==> src/rtl/sync_fifo_param_pkg.sv <==
// sync_fifo_param_pkg: shared sizing helper, default geometry and strobe bundle for the parametrised FIFO
package sync_fifo_param_pkg;
  localparam int DEF_DATA_W = 32;
  localparam int DEF_DEPTH = 8;
  typedef struct packed {
    logic wr_ack;
    logic wr_err;
    logic rd_ack;
    logic rd_err;
  } strobe_t;
  function automatic int clog2(input int v);
    int r;
    r = 0;
    while ((1 << r) < v) r = r + 1;
    return r;
  endfunction
endpackage

==> src/rtl/sync_fifo_param_if.sv <==
// sync_fifo_param_if: FIFO request/response bundle; master = producer/consumer side, slave = FIFO
interface sync_fifo_param_if
  import sync_fifo_param_pkg::*;
#(
  parameter int DATA_W = DEF_DATA_W,
  parameter int DEPTH = DEF_DEPTH
);
  localparam int CNT_W = clog2(DEPTH) + 1;
  logic wr_en;
  logic [DATA_W-1:0] din;
  logic rd_en;
  logic [DATA_W-1:0] dout;
  logic full;
  logic empty;
  logic almost_full;
  logic almost_empty;
  logic wr_ack;
  logic wr_err;
  logic rd_ack;
  logic rd_err;
  logic [CNT_W-1:0] data_count;
  modport master (
    output wr_en, din, rd_en,
    input dout, full, empty, almost_full, almost_empty, wr_ack, wr_err, rd_ack, rd_err, data_count
  );
  modport slave (
    input wr_en, din, rd_en,
    output dout, full, empty, almost_full, almost_empty, wr_ack, wr_err, rd_ack, rd_err, data_count
  );
endinterface

==> src/rtl/fifo_mem_param.sv <==
// fifo_mem_param: DEPTH x DATA_W register file, sync write / comb read, unreset (ports: clk, we, waddr, wdata, raddr, rdata)
module fifo_mem_param
  import sync_fifo_param_pkg::*;
#(
  parameter int DATA_W = DEF_DATA_W,
  parameter int DEPTH = DEF_DEPTH,
  localparam int ADDR_W = clog2(DEPTH)
) (
  input logic clk,
  input logic we,
  input logic [ADDR_W-1:0] waddr,
  input logic [DATA_W-1:0] wdata,
  input logic [ADDR_W-1:0] raddr,
  output logic [DATA_W-1:0] rdata
);
  logic [DATA_W-1:0] mem [DEPTH];
  always_ff @(posedge clk) if (we) mem[waddr] <= wdata;
  assign rdata = mem[raddr];
endmodule

==> src/rtl/sync_fifo_param.sv <==
// sync_fifo_param: single-clock FIFO with occupancy flags and per-request ack/err strobes (ports: clk, reset_n async active-low, bus slave modport)
module sync_fifo_param
  import sync_fifo_param_pkg::*;
#(
  parameter int DATA_W = DEF_DATA_W,
  parameter int DEPTH = DEF_DEPTH,
  parameter int AF_LVL = 6,
  parameter int AE_LVL = 2,
  localparam int ADDR_W = clog2(DEPTH),
  localparam int CNT_W = ADDR_W + 1
) (
  input logic clk,
  input logic reset_n,
  sync_fifo_param_if.slave bus
);
  logic [ADDR_W-1:0] wr_ptr, rd_ptr;
  logic [CNT_W-1:0] count;
  logic [DATA_W-1:0] dout_q, rdata;
  strobe_t stb;
  logic wr_ok, rd_ok;
  // Acceptance uses the pre-edge flags, so a full FIFO refuses a write even if a read drains it this cycle.
  assign wr_ok = bus.wr_en && !bus.full;
  assign rd_ok = bus.rd_en && !bus.empty;
  fifo_mem_param #(.DATA_W(DATA_W), .DEPTH(DEPTH)) u_mem (
    .clk(clk),
    .we(wr_ok),
    .waddr(wr_ptr),
    .wdata(bus.din),
    .raddr(rd_ptr),
    .rdata(rdata)
  );
  always_ff @(posedge clk or negedge reset_n) begin
    if (!reset_n) begin
      wr_ptr <= '0;
      rd_ptr <= '0;
      count <= '0;
      dout_q <= '0;
      stb <= '0;
    end else begin
      if (wr_ok) wr_ptr <= wr_ptr + ADDR_W'(1);
      if (rd_ok) rd_ptr <= rd_ptr + ADDR_W'(1);
      if (rd_ok) dout_q <= rdata;
      count <= (wr_ok && !rd_ok) ? count + CNT_W'(1) : (rd_ok && !wr_ok) ? count - CNT_W'(1) : count;
      stb <= '{wr_ack: wr_ok, wr_err: bus.wr_en && !wr_ok, rd_ack: rd_ok, rd_err: bus.rd_en && !rd_ok};
    end
  end
  assign bus.dout = dout_q;
  assign bus.data_count = count;
  assign bus.full = count == CNT_W'(DEPTH);
  assign bus.empty = count == '0;
  assign bus.almost_full = count >= CNT_W'(AF_LVL);
  assign bus.almost_empty = count <= CNT_W'(AE_LVL);
  assign bus.wr_ack = stb.wr_ack;
  assign bus.wr_err = stb.wr_err;
  assign bus.rd_ack = stb.rd_ack;
  assign bus.rd_err = stb.rd_err;
endmodule

==> src/flat_wrapper.sv <==
// flat-port wrapper written by rule: the top's interface ports become plain ports
module sync_fifo_param_flat import sync_fifo_param_pkg::*;
#(
  parameter int DATA_W = DEF_DATA_W,
  parameter int DEPTH = DEF_DEPTH,
  parameter int AF_LVL = 6,
  parameter int AE_LVL = 2,
  localparam int ADDR_W = clog2(DEPTH),
  localparam int CNT_W = ADDR_W + 1
)
  (clk, reset_n, bus_wr_en, bus_din, bus_rd_en, bus_dout, bus_full, bus_empty, bus_almost_full, bus_almost_empty, bus_wr_ack, bus_wr_err, bus_rd_ack, bus_rd_err, bus_data_count);
  sync_fifo_param_if #(.DATA_W(DATA_W), .DEPTH(DEPTH)) bus_i ();
  input logic clk;
  input logic reset_n;
  input wire logic [$bits(bus_i.wr_en)-1:0] bus_wr_en;
  input wire logic [$bits(bus_i.din)-1:0] bus_din;
  input wire logic [$bits(bus_i.rd_en)-1:0] bus_rd_en;
  output wire logic [$bits(bus_i.dout)-1:0] bus_dout;
  output wire logic [$bits(bus_i.full)-1:0] bus_full;
  output wire logic [$bits(bus_i.empty)-1:0] bus_empty;
  output wire logic [$bits(bus_i.almost_full)-1:0] bus_almost_full;
  output wire logic [$bits(bus_i.almost_empty)-1:0] bus_almost_empty;
  output wire logic [$bits(bus_i.wr_ack)-1:0] bus_wr_ack;
  output wire logic [$bits(bus_i.wr_err)-1:0] bus_wr_err;
  output wire logic [$bits(bus_i.rd_ack)-1:0] bus_rd_ack;
  output wire logic [$bits(bus_i.rd_err)-1:0] bus_rd_err;
  output wire logic [$bits(bus_i.data_count)-1:0] bus_data_count;
  assign bus_i.wr_en = bus_wr_en;
  assign bus_i.din = bus_din;
  assign bus_i.rd_en = bus_rd_en;
  assign bus_dout = bus_i.dout;
  assign bus_full = bus_i.full;
  assign bus_empty = bus_i.empty;
  assign bus_almost_full = bus_i.almost_full;
  assign bus_almost_empty = bus_i.almost_empty;
  assign bus_wr_ack = bus_i.wr_ack;
  assign bus_wr_err = bus_i.wr_err;
  assign bus_rd_ack = bus_i.rd_ack;
  assign bus_rd_err = bus_i.rd_err;
  assign bus_data_count = bus_i.data_count;
  sync_fifo_param #(.DATA_W(DATA_W), .DEPTH(DEPTH), .AF_LVL(AF_LVL), .AE_LVL(AE_LVL)) u_core (.clk(clk), .reset_n(reset_n), .bus(bus_i));
endmodule
==> config.mk <==
export PLATFORM = sky130hd
export DESIGN_NAME = sync_fifo_param_flat
export DESIGN_NICKNAME = d
export VERILOG_FILES = /design/src/rtl/sync_fifo_param_pkg.sv /design/src/rtl/sync_fifo_param_if.sv /design/src/rtl/fifo_mem_param.sv /design/src/rtl/sync_fifo_param.sv /design/src/flat_wrapper.sv
export SDC_FILE = /design/constraint.sdc
export NUM_CORES = 1
export LEC_CHECK = 0
export CORE_ASPECT_RATIO = 1.25
export CORE_UTILIZATION = 30
export CTS_CLUSTER_DIAMETER = 30
export DETAILED_ROUTE_END_ITERATION = 7
export DONT_BUFFER_PORTS = 1
export GPL_TIMING_DRIVEN = 0
export HOLD_SLACK_MARGIN = 0.06
export SLEW_MARGIN = 20
export SYNTH_ARGS = -nofsm -noshare
export SYNTH_HDL_FRONTEND = slang
export SYNTH_SLANG_ARGS = --single-unit
export TNS_END_PERCENT = 20
==> constraint.sdc <==
create_clock -name clk -period 8.2 [get_ports clk]
set_input_delay 0.82 -clock clk [delete_from_list [all_inputs] [get_ports clk]]
set_output_delay 0.82 -clock clk [all_outputs]
set_load 0.005 [all_outputs]
; After elaboration in Yosys (flattened, before gate mapping)
; Memory sizes are Yosys's and may differ from the RTL's. A register that Yosys moved wholly into a read port is not among the register bits.
; Index checks and enable logic that the tools add are counted.
[word_totals]
ff_bits = 14
latch_bits = 0
ramBits = 256
mem_bits_ro = 0
in_bits = 36
out_inout_bits = 44
mem_count = 1
[mem_list]
columns = memory, words, word_bits, read_ports, rd_ports_with_merged_regs, wr, line_no
row1 = u_core.u_mem.mem, 8, 32, 1, 1, 1, fifo_mem_param.sv:16  ; logic [DATA_W-1:0] mem [DEPTH];
[classes]
n_addsub = 4
multipliers = 0
div = 0
n_lt_le_gt_ge = 2
eq_ne = 1
shifts = 0
mux = 4
n_bitwise = 0
reduce_logical = 13
[op_table]
columns = op, n
row1 = $mux 4, 2
row2 = $add 3x1->3 const B, 2
row3 = $logic_and 1x1->1, 6
row4 = $logic_not 1->1, 5
row5 = $add 4x1->4 const B, 1
row6 = $eq 4x4->1 const B, 1
row7 = $ge 4x3->1 const B, 1
row8 = $le 4x2->1 const B, 1
row9 = $logic_not 4->1, 1
row10 = $sub 4x1->4 const B, 1
row11 = $mux 1, 2
row12 = $reduce_bool 2->1, 1

; Longest topological paths before layout
[logic_depth]
ltp_word = 7
ltp_mapped = 10

; By module
; Synthesis repeated with hierarchy kept, for this count alone.
[hier_totals]
hier_cells = 512
area_unflattened_um2 = 11855.1
[by_module_without_submodules]
columns = module, n_inst, cells_each, area_per_inst_um2, seq_area_each_um2
row1 = fifo_mem_param, 1, 383, 9825.7, 7687.4
row2 = sync_fifo_param, 1, 129, 2029.4, 1151.1

; Worst setup path after synthesis
; No wires, ideal clock.
[synth_path]
path_kind = input port to flip-flop
start = in bus_wr_en
end = mem u_core.u_mem.mem[0][0] (netlist name), enable pin
setup_time_ns = 0.461
arrival_ns = 3.403
required_time_ns = 7.739
slack_ns = 4.336
stages = 4
cell_sequence = nor2b_1 -> buf_2 -> nand2b_1 -> nor3_1
[synth_between]
elab_chain_cells = 3
[synth_lines]
columns = item, line_no
row1 = from (decl), flat_wrapper.sv:15  ; input wire logic [$bits(bus_i.wr_en)-1:0] bus_wr_en;
row2 = $logic_and 1x1->1, sync_fifo_param.sv:22  ; assign wr_ok = bus.wr_en && !bus.full;
row3 = named net u_core.u_mem.we, fifo_mem_param.sv:10  ; input logic we,
row4 = $mux 1, fifo_mem_param.sv:17  ; always_ff @(posedge clk) if (we) mem[waddr] <= wdata;
row5 = $mux 1 (not written as such), fifo_mem_param.sv:17
row6 = to (decl), fifo_mem_param.sv:16
; The timed path passes the listed nets, and every way through them passes these cells.

; Worst setup path in the final report
[layout_path]
start = reg u_core.count[0], in the netlist u_core.bus.data_count[0]
end = reg u_core.count[3], in the netlist u_core.bus.data_count[3]
[layout_between]
elab_chain_cells = 6
[layout_lines]
columns = item, line_no
row1 = from (decl), sync_fifo_param.sv:17  ; logic [CNT_W-1:0] count;
row2 = from (signal assigned), sync_fifo_param.sv:43  ; count <= (wr_ok && !rd_ok) ? count + CNT_W'(1) : (rd_ok && !wr_ok) ? count - CNT_W'(1) : count;
row3 = $logic_not 4->1 *, sync_fifo_param.sv:50  ; assign bus.empty = count == '0;
row4 = named net bus_empty, flat_wrapper.sv:20  ; output wire logic [$bits(bus_i.empty)-1:0] bus_empty;
row5 = $logic_not 1->1 *, sync_fifo_param.sv:23  ; assign rd_ok = bus.rd_en && !bus.empty;
row6 = $logic_and 1x1->1 *, sync_fifo_param.sv:23
row7 = $logic_not 1->1, sync_fifo_param.sv:43
row8 = $logic_and 1x1->1, sync_fifo_param.sv:43
row9 = $mux 4 / $reduce_bool 2->1 (equally long branches), n/a
; Mark *: on every way through the listed nets, which the timed path passes. The rest lies on a longest branch. The select of a mux whose other input is x is not followed.
; A chain may end at the register's enable or synchronous reset.

==> impl_results.rst <==
.. list-table::
   :header-rows: 1

   * - Metric
     - Value
   * - Required time of the critical path
     - 8.62 ns
   * - Core Box Area
     - 38200 um2
   * - Crit path launch type
     - flop
   * - Static leakage
     - 5.08 nW
   * - Post-route DRC
     - 0
   * - Violation count after the first detailed-route iteration
     - 452
   * - Per-cell via count in the routed design
     - 4.76
   * - Number of hold-repair buffers added at the cts stage
     - 1
   * - Mapped Nets
     - 695
   * - Hold WC Path Type
     - input port to asynchronous set/reset pin
   * - Overall track demand over capacity in global routing
     - 0.134
   * - Clock buffers created by TritonCTS
     - 55
   * - Pwr per Cell Area
     - 400 nW/um2
   * - Main flop type after synthesis
     - edfxtp_1
   * - Post-CTS Setup Bufs
     - 0
   * - Fraction of the cycle the final worst path needs
     - 0.372
   * - List of most frequent post-synthesis cells
     - 256 x edfxtp_1, 65 x mux2_2, 65 x mux2i_1
   * - Critical Path Sink Type
     - flop
   * - Worst Max-Slew Pin Slew
     - 0.741 ns
   * - Worst reg-to-reg setup slack
     - 5.15 ns
   * - Worst Clk Skew
     - 0.0227 ns
   * - Cell at the root of the clock tree
     - clkbuf_16
   * - Count of endpoints failing hold in the final timing report
     - 0
   * - Time the worst path needs with I/O delays and setup
     - 3.05 ns
   * - Outcome
     - completed
   * - Most frequent cell after synthesis
     - edfxtp_1
   * - Setup Total Neg Slack
     - 0 ns
   * - H-tree Lvls
     - 2
   * - Setup repair after global routing missed its margin
     - no
   * - Cells after synthesis
     - 653
   * - Final Setup Violations
     - 0
   * - Number of global-route vias before repair
     - 6341
   * - Worst-path clk slew
     - 0.05 ns
   * - Pre-Repair DR Iteration Count
     - 5
   * - Rel. slew slack
     - 0.505
   * - Average wire per standard cell
     - 20.8 um
   * - Initial Utilization
     - 0.305
   * - Area delta synth->final
     - 24.3%
   * - HPWL after DPL
     - 17200 um
   * - Number of antenna violations at the first check in global routing
     - 0
   * - Sequential area share after synthesis
     - 0.759
   * - Number of violations of the max-capacitance limit
     - 0
   * - Largest cells by area after synthesis
     - edfxtp_1 66%, dfrtp_1 9.9%, mux2_2 6.3%
   * - Height of the die
     - 222 um
   * - Mean post-synth cell area
     - 17.8 um2
   * - Post-CTS Resized
     - 0
   * - Area share of the largest cell type after synthesis
     - 0.660
   * - Yosys cell types
     - 37
   * - End of the worst register-to-register path
     - u_core.bus.data_count[3]
   * - Ports
     - 80
   * - Count of flip-flops with a built-in enable after synthesis
     - 256
   * - Total standard cell area after synthesis
     - 11600 um2
   * - Insertion delay to the later sink of the worst-skew pair
     - 0.57 ns
   * - Highest net fanout along the worst path
     - 10
   * - Yosys warns
     - 0
   * - Ant. Diodes
     - 0
   * - Worst endpoint data arrival time
     - 3.47 ns
   * - Aggregate global routing overflow
     - 0
   * - Chip Width
     - 178 um
   * - Maximum number of pins on one net before global-route repair
     - 47
   * - Maximum resistive drop on vdd
     - 0.158 mV
   * - Routed Antenna Nets
     - 0
   * - Share of the core filled with cells
     - 0.378
   * - CTS tree
     - yes
   * - Depth of the worst register-to-register path
     - 9
   * - Wire length reported by the detailed router
     - 26300 um
   * - Wire length of the first global-routing pass
     - 38900 um
   * - Origin of the critical flop-to-flop path
     - u_core.bus.data_count[0]
   * - Category of the most critical setup path
     - flop to flop
   * - Num rows
     - 80
   * - Flip-flop and latch count after synthesis
     - 302
   * - Die area
     - 39600 um2
   * - Number of I/O port buffers
     - 0
   * - Library cell with the largest summed area after synthesis
     - edfxtp_1
   * - Post-synth ARST share
     - 0.152
   * - Final slew viol count
     - 0
   * - Net count, final
     - 768
   * - Total via count after detailed routing
     - 6020
   * - Max Fclk
     - 328 MHz
   * - Clock tree sinks
     - 302
   * - Layout cell share with drive strength beyond 1
     - 0.277
   * - Crit path launch
     - u_core.bus.data_count[0]
   * - Routability congestion estimate from global placement
     - 0.733
   * - Largest buffer count on any clock path
     - 3
[final cells by class]
cell class	count	area (um2)
fill	3492	23800
sequential	302	8840
multi-input combinational	313	2640
clock buffer	62	1420
tap	492	616
clock inverter	42	480
timing repair buffer	16	253
buffer	36	219
inverter	2	7.51
[placed cells by master, fill, tap and decap left out, types with 2 or more instances in the layout]
master and n:
a21o_1 2, a221o_1 11, a22oi_1 21, and2_1 2
buf_1 2, buf_12 3, buf_16 4, buf_2 8
buf_4 14, buf_6 6, buf_8 2, bufinv_16 7
clkbuf_1 16, clkbuf_16 55, clkbuf_2 2, clkbuf_8 2
clkinv_2 14, clkinv_4 3, clkinvlp_4 10, dfrtp_1 46
edfxtp_1 256, ha_1 5, inv_1 2, inv_6 6
mux2_2 65, mux2i_1 65, nand2_1 43, nand2b_1 4
nor2_4 6, nor2b_1 2, nor3_1 3, nor3_2 2
o21ai_0 2, o21ai_1 32, o221ai_1 21, o22ai_1 11
xnor2_1 5
[kinds of logic (layout without fill, tap and decap cells)]
kind of cell / count (synthesis) / count (layout) / share of synthesized area
buffers and inverters: 38 / 158 / 0.0194
AOI/OAI and AO/OA: 104 / 104 / 0.0631
and+or+nand+nor: 66 / 66 / 0.0272
adders and majority gates: 6 / 6 / 0.00709
muxes: 131 / 131 / 0.120
xor gates and xnor gates: 6 / 6 / 0.00451
DFF: 302 / 302 / 0.759
[per-layer routing]
layer  track usage  part of all wire  up-vias  wire [um]
met2         0.230              0.50      176      13300
met4        0.0426             0.022        0        586
met1         0.158              0.39     3041      10400
met5             0                 0        -          0
met3        0.0419             0.079       56       2080
li1              -                 -     2747          -
[worst max-delay path: stages, from the launching register on]
cell       delay [ns]
dfrtp_1          0.52
nor4_4           0.38
nand2b_2         0.24
buf_2            0.33
ha_1             0.28
inv_1            0.13
ha_1             0.29
a21o_1           0.20
a2111oi_0        0.41
o31ai_1          0.13
[flip-flops by register name, summed over array words and instances, names as in the netlist]
name and flops:
u_core.bus.data_count 4, u_core.bus.dout 32, u_core.bus.rd_ack 1, u_core.bus.rd_err 1
u_core.bus.wr_ack 1, u_core.bus.wr_err 1, u_core.rd_ptr 3, u_core.u_mem.mem 256
u_core.wr_ptr 3
[per-stage QoR]
| step | setup WS (ns) | area (um2) | power (W) | hold WS (ns) | instances |
|---|---|---|---|---|---|
| global route | 5.00 | 14500 | 0.00603 | 0.136 | 1265 |
| floorplan | 4.34 | 11600 | 0.00308 | 0.478 | 653 |
| detailed placement | 5.14 | 12500 | 0.00357 | 0.508 | 1160 |
| CTS | 5.11 | 14500 | 0.00584 | 0.127 | 1265 |
| global placement | 2.09 | 12300 | 0.00349 | 0.509 | 1145 |
| finish | 5.15 | 14500 | 0.00579 | 0.125 | 1265 |
[how the worst max path moves through the flow]
stage	endpoint	slack [ns]
after CTS	u_core.bus.data_count[3]	5.11
final	u_core.bus.data_count[3]	5.15
after global routing	u_core.bus.data_count[3]	5.00
after global placement	u_core.u_mem.mem[0][23]	2.09
after floorplan	u_core.u_mem.mem[0][0]	4.34
after detailed placement	u_core.bus.data_count[3]	5.14
[where the power goes]
group / internal, W / switching, W / leakage, nW / total [W]
combinational: 0.000575 / 0.000793 / 1.29 / 0.00137
clock: 0.00148 / 0.000781 / 0.911 / 0.00226
sequential: 0.00198 / 0.000175 / 2.88 / 0.00216
No activity file was read; power rests on OpenSTA's default activity.
